`src/rtl/uart_frame_check.sv`:
```
// uart_frame_check
//
// Receive-side UART frame checker. Consumes the sampled serial bit stream one
// bit per bit_valid strobe, follows the frame position (data, optional parity,
// stop bits) and reports per-frame parity and framing errors together with a
// one-cycle completion pulse. It sits between the RX bit sampler and the RX
// data register/status logic.
//
// Parameters:
//   DATA_BITS  data bits per frame (5..9)
//   STOP_BITS  stop bits checked per frame (1..2)
//   CNT_W      width of the saturating error counter
//
// Ports:
//   clk          system clock, rising edge
//   reset        asynchronous active-high reset
//   frame_start  one-cycle pulse: start bit detected (also aborts a frame in progress)
//   bit_valid    one-cycle strobe: serial_in holds a sampled bit
//   serial_in    sampled line bit
//   parity_mode  00 none, 01 even, 10 odd, 11 mark; sampled at frame_start
//   clear_count  synchronous clear of err_count (wins over an increment)
//   busy         a frame is in progress
//   done         one-cycle pulse when a frame completes
//   parity_err   last frame had a parity mismatch (held until next frame_start)
//   frame_err    last frame had a stop bit at 0 (held until next frame_start)
//   err_count    saturating count of completed frames with any error
//
// Configuration macro:
//   UART_ERR_COUNT_EN  when defined, the err_count register and clear_count
//                      logic are built; otherwise err_count is tied to 0 and
//                      clear_count is ignored.

module uart_frame_check #(
  parameter int DATA_BITS = 8,
  parameter int STOP_BITS = 1,
  parameter int CNT_W     = 8
) (
  input  logic             clk,
  input  logic             reset,
  input  logic             frame_start,
  input  logic             bit_valid,
  input  logic             serial_in,
  input  logic [1:0]       parity_mode,
  input  logic             clear_count,
  output logic             busy,
  output logic             done,
  output logic             parity_err,
  output logic             frame_err,
  output logic [CNT_W-1:0] err_count
);

  // Bit counter wide enough for up to 9 data bits.
  localparam int BCW = 4;

  typedef enum logic [1:0] {
    IDLE   = 2'd0,
    DATA   = 2'd1,
    PARITY = 2'd2,
    STOP   = 2'd3
  } state_t;

  state_t         state_q, state_d;
  logic [BCW-1:0] bit_cnt_q, bit_cnt_d;
  logic           acc_q, acc_d;
  logic [1:0]     mode_q, mode_d;
  logic           par_flag_q, par_flag_d;
  logic           frm_flag_q, frm_flag_d;
  logic           done_q, done_d;
  logic           parity_err_q, parity_err_d;
  logic           frame_err_q, frame_err_d;
  logic           exp_par;
  logic           frame_end;

  // Next-state and datapath. frame_start has priority over everything else:
  // it both starts a fresh frame and aborts one in progress, and a bit_valid
  // arriving in the same cycle is the start bit itself, so it is dropped.
  always_comb begin
    state_d      = state_q;
    bit_cnt_d    = bit_cnt_q;
    acc_d        = acc_q;
    mode_d       = mode_q;
    par_flag_d   = par_flag_q;
    frm_flag_d   = frm_flag_q;
    parity_err_d = parity_err_q;
    frame_err_d  = frame_err_q;
    done_d       = 1'b0;
    frame_end    = 1'b0;
    exp_par      = 1'b1;

    if (frame_start) begin
      state_d      = DATA;
      bit_cnt_d    = '0;
      acc_d        = 1'b0;
      mode_d       = parity_mode;
      par_flag_d   = 1'b0;
      frm_flag_d   = 1'b0;
      parity_err_d = 1'b0;
      frame_err_d  = 1'b0;
    end else if (bit_valid) begin
      case (state_q)
        DATA: begin
          acc_d = acc_q ^ serial_in;
          if (bit_cnt_q == BCW'(DATA_BITS - 1)) begin
            bit_cnt_d = '0;
            state_d   = (mode_q != 2'b00) ? PARITY : STOP;
          end else begin
            bit_cnt_d = bit_cnt_q + 1'b1;
          end
        end
        PARITY: begin
          // acc holds the XOR of all data bits: even parity expects it
          // directly, odd its inverse, mark a constant 1.
          case (mode_q)
            2'b01:   exp_par = acc_q;
            2'b10:   exp_par = ~acc_q;
            default: exp_par = 1'b1;
          endcase
          if (serial_in != exp_par) begin
            par_flag_d = 1'b1;
          end
          state_d = STOP;
        end
        STOP: begin
          if (!serial_in) begin
            frm_flag_d = 1'b1;
          end
          if (bit_cnt_q == BCW'(STOP_BITS - 1)) begin
            // The current stop bit is folded in directly so the reported
            // flags include it without waiting another cycle.
            state_d      = IDLE;
            bit_cnt_d    = '0;
            done_d       = 1'b1;
            frame_end    = 1'b1;
            parity_err_d = par_flag_q;
            frame_err_d  = frm_flag_q | ~serial_in;
          end else begin
            bit_cnt_d = bit_cnt_q + 1'b1;
          end
        end
        default: begin
        end
      endcase
    end
  end

  always_ff @(posedge clk or posedge reset) begin
    if (reset) begin
      state_q      <= IDLE;
      bit_cnt_q    <= '0;
      acc_q        <= 1'b0;
      mode_q       <= 2'b00;
      par_flag_q   <= 1'b0;
      frm_flag_q   <= 1'b0;
      done_q       <= 1'b0;
      parity_err_q <= 1'b0;
      frame_err_q  <= 1'b0;
    end else begin
      state_q      <= state_d;
      bit_cnt_q    <= bit_cnt_d;
      acc_q        <= acc_d;
      mode_q       <= mode_d;
      par_flag_q   <= par_flag_d;
      frm_flag_q   <= frm_flag_d;
      done_q       <= done_d;
      parity_err_q <= parity_err_d;
      frame_err_q  <= frame_err_d;
    end
  end

  assign busy       = (state_q != IDLE);
  assign done       = done_q;
  assign parity_err = parity_err_q;
  assign frame_err  = frame_err_q;

`ifdef UART_ERR_COUNT_EN
  logic [CNT_W-1:0] err_count_q, err_count_d;

  // Counts completed frames carrying any error; clear beats a coincident
  // increment and the count sticks at all-ones.
  always_comb begin
    err_count_d = err_count_q;
    if (clear_count) begin
      err_count_d = '0;
    end else if (frame_end && (parity_err_d || frame_err_d) && (err_count_q != '1)) begin
      err_count_d = err_count_q + 1'b1;
    end
  end

  always_ff @(posedge clk or posedge reset) begin
    if (reset) begin
      err_count_q <= '0;
    end else begin
      err_count_q <= err_count_d;
    end
  end

  assign err_count = err_count_q;
`else
  logic unused_clear_count;

  assign unused_clear_count = clear_count;
  assign err_count          = '0;
`endif

endmodule
```
`config.mk`:
```
export PLATFORM = sky130hd
export DESIGN_NAME = uart_frame_check
export DESIGN_NICKNAME = d
export VERILOG_FILES = /design/src/rtl/uart_frame_check.sv
export SDC_FILE = /design/constraint.sdc
export NUM_CORES = 1
export LEC_CHECK = 0
export CAP_MARGIN = 0
export CORE_AREA = 8 8 62 64
export DETAILED_ROUTE_END_ITERATION = 7
export DIE_AREA = 0 0 70 72
export PLACE_DENSITY = 0.57
export SKIP_LAST_GASP = 1
export SLEW_MARGIN = 20
export SYNTH_ARGS = -nofsm -noshare
export SYNTH_HDL_FRONTEND = slang
export SYNTH_SLANG_ARGS = --single-unit
```
`constraint.sdc`:
```
create_clock -name clk -period 1.72 [get_ports clk]
set_input_delay 0.516 -clock clk [delete_from_list [all_inputs] [get_ports clk]]
set_output_delay 0.516 -clock clk [all_outputs]
set_load 0.02 [all_outputs]
```
==> metrics.txt <==
arrival time of data at the critical path endpoint=1900 ps; total DRC errors in the routed layout=0; count of inserted antenna diode cells=0; type of the worst setup path=in2reg; DP Worst Slack=-281 ps; portion of the clock cycle consumed by the worst path in the final layout=between 90% and 100%; final setup violation count=0; overall die height=72 um; proportion of layout cells with a drive suffix above 1=19.5%; most frequent cell after synthesis=sky130_fd_sc_hd__dfrtp_1; largest net degree at the start of global routing=15; count of state elements after synthesis=14; clock tree buffer depth=2; Synth area leader=sky130_fd_sc_hd__dfrtp_1; area occupied by registers=350 sq um; via count of the first global-routing pass=646; fraction of the mapped netlist area in compound gates=between 10% and 20%; postcts setup bufs=0; clock latency at the later pin of the worst-skew pair=around 290 ps; Die Width=around 70 um; xor and xnor fraction of the mapped netlist area=1.07%; clock root buffer=sky130_fd_sc_hd__clkbuf_4; clock tree from TritonCTS=built; Commonest cells post-synth=sky130_fd_sc_hd__dfrtp_1, sky130_fd_sc_hd__nand2_1, sky130_fd_sc_hd__a21oi_1, sky130_fd_sc_hd__inv_1, sky130_fd_sc_hd__buf_4; highest clock frequency the design can meet=just under 600 MHz; port bufs=10; number of nets still failing antenna checks after routing=0; detailed-placement wirelength estimate=roughly 1300 um; sw frac=26.5%; Main synth FF type=sky130_fd_sc_hd__dfrtp_1; cts hold-fix bufs=0; # Max-Cap Violations=0; post-route total power=approximately 0.70 mW; power dissipated by switching net loads=between 0.15 and 0.2 mW; Layout Area Growth over Synthesis=25.8%; vias per std cell=4.50; PwrDens=approximately 680 mW/mm^2; violation count after the first detailed-route iteration=slightly below 60; number of levels the H-tree was split into=1; area taken by multi-input logic gates=394 sq um; count of TritonRoute iterations in the first routing pass=4; Core Rows=20; share of synthesized area spent on multiplexers=3.67%; average footprint of a synthesized cell=8.89 sq um; relative contribution of sequential cells to total power=49.8%; CP Capture Type=flop; cts bufs inserted=3; Unique masters post-synth=26; Critical Path Fanout Max=3; All-Layer GR Usage=6.96%; static leakage power=approximately 0.5 nW; starting density of the core=28.2%; share of async-settable or async-resettable flops after synthesis=100%; Syn Inst Count=roughly 90; die area=0.00504 sq mm; initial antenna violation count=0; post-synthesis instance area=818 sq um; I/O pin count=20; net count of the finished layout=127; class of the tightest hold or removal check=reg2reg; sinks on the clock net=14; final critical-path required period=1680 ps; Yosys warnings=0; outcome=finished clean; share of the yosys chip area belonging to registers=42.8%; Worst Slack Setup Final=between 40 and 50 ps; Clk pwr share=35.0%; count of fill cells added during filler insertion=approximately 320; grt ovf=0; Internal Power=0.513 mW; Post-synth EDFFs=0; synth top area cells=sky130_fd_sc_hd__dfrtp_1, sky130_fd_sc_hd__ha_1, sky130_fd_sc_hd__buf_4; weighted congestion reported at the end of routability-driven placement=0.775; largest family of logic cells by synthesized area=simple AND/OR/NAND/NOR gates; routed wire length=approximately 1700 um; Comb power frac=15.2%; final hold viol count=0; adder and majority gate portion of the synthesized area=7.65%; kind of launch point of the worst setup path=input port; first-pass GRT wire length=around 2800 um; area fraction in and, or, nand and nor cells after synthesis=17.4%; DR WL/cell=between 10 and 15 um; critical path required time=1940 ps; max-slew violation total from the final report=0; proportion of netlist area held by the largest area contributor=42.8%; peak ir drop on the vdd network=around 0.51 mV; clock-pin slew reported for the worst setup and hold paths after clock tree synthesis=~90 ps; Core ar.=0.00290 sq mm; setup skew after layout=1.82 ps; via count=about 660
[logic make-up (layout without fill, tap and decap cells)]
family | Yosys count | in the layout
other cells | 1 | 8
simple gates | 30 | 30
mux | 3 | 3
xor+xnor | 1 | 1
buf+inv | 20 | 34
compound gates | 18 | 18
flops | 14 | 14
fa+ha+maj | 5 | 5
[worst max-delay path, cell delays in order]
cell	delay (ps)
sky130_fd_sc_hd__clkdlybuf4s50_1	520
sky130_fd_sc_hd__buf_4	130
sky130_fd_sc_hd__nand2_1	40
sky130_fd_sc_hd__or4b_1	540
sky130_fd_sc_hd__a21oi_2	160
[registers in the layout, summed over array words and instances, names as in the netlist]
name / count
parity_err: 1
state_q: 2
bit_cnt_q: 4
par_flag_q: 1
frm_flag_q: 1
done: 1
acc_q: 1
mode_q: 2
frame_err: 1
[placed cells by master, fill, tap and decap left out, types with 2 or more instances in the layout]
cell type and count:
sky130_fd_sc_hd__nor2_1 7, sky130_fd_sc_hd__a21oi_1 8, sky130_fd_sc_hd__clkbuf_4 3, sky130_fd_sc_hd__inv_1 8
sky130_fd_sc_hd__nor3_1 3, sky130_fd_sc_hd__or2_2 2, sky130_fd_sc_hd__conb_1 8, sky130_fd_sc_hd__dlygate4sd2_1 3
sky130_fd_sc_hd__mux2i_1 3, sky130_fd_sc_hd__buf_4 11, sky130_fd_sc_hd__clkdlybuf4s50_1 6, sky130_fd_sc_hd__ha_1 5
sky130_fd_sc_hd__nand3_1 2, sky130_fd_sc_hd__nand2_1 10, sky130_fd_sc_hd__o21ai_0 3, sky130_fd_sc_hd__dfrtp_1 14
[layout make-up]
class,count,area share (%)
multi-input combinational,65,38.3
clock buffer,4,3.52
timing repair buffer,21,16.9
inverter,9,3.28
sequential,14,34.0
tap,33,4.01
[repair_timing]
action	CTS	global route
endpoints found under the setup margin	4	4
resized for setup	5	5
pin swaps	0	3
[power by group through the flow]
stage	combinational [mW]	sequential (mW)	clock [mW]
floorplan	0.0797	0.351	0
CTS	0.106	0.347	0.257
detailed placement	0.106	0.353	0
global placement	0.103	0.353	0
finish	0.106	0.347	0.244
global route	0.120	0.349	0.274
[stage by stage]
stage | instance area (sq um) | std cells | TNS (ps) | utilization, % | hold slack, ps
6_report | 1030 | 146 | 0 | 35.5 | 511
5_1_grt | 1030 | 146 | -19.6 | 35.5 | 541
4_1_cts | 1030 | 146 | -54.7 | 35.4 | 514
3_5_place_dp | 995 | 142 | -1590 | 34.3 | 494
3_3_place_gp | 995 | 142 | -1580 | 34.3 | 483
2_1_floorplan | 845 | 99 | 0 | - | 405
[final timing paths]
check                                 from           end  slack [ps]  depth (start not counted)
worst min register to register  frm_flag_q    frm_flag_q         510                          2
worst max register to register   mode_q[0]    par_flag_q         100                          6
max in group asynchronous            reset         acc_q        1030                          3
worst max-delay path             bit_valid    par_flag_q          40                          5
worst min-delay path            frm_flag_q    frm_flag_q         510                          2
min in group asynchronous            reset  bit_cnt_q[1]         520                          3
[metal layers]
metal,track usage (%),vias to the layer above,share of wire [%]
met3,3.96,4,6.8
met1,7.78,307,46
met5,0,-,0
li1,-,332,-
met4,2.90,0,1.4
met2,10.7,14,45
Note: power is estimated with default switching activity, not from simulation.
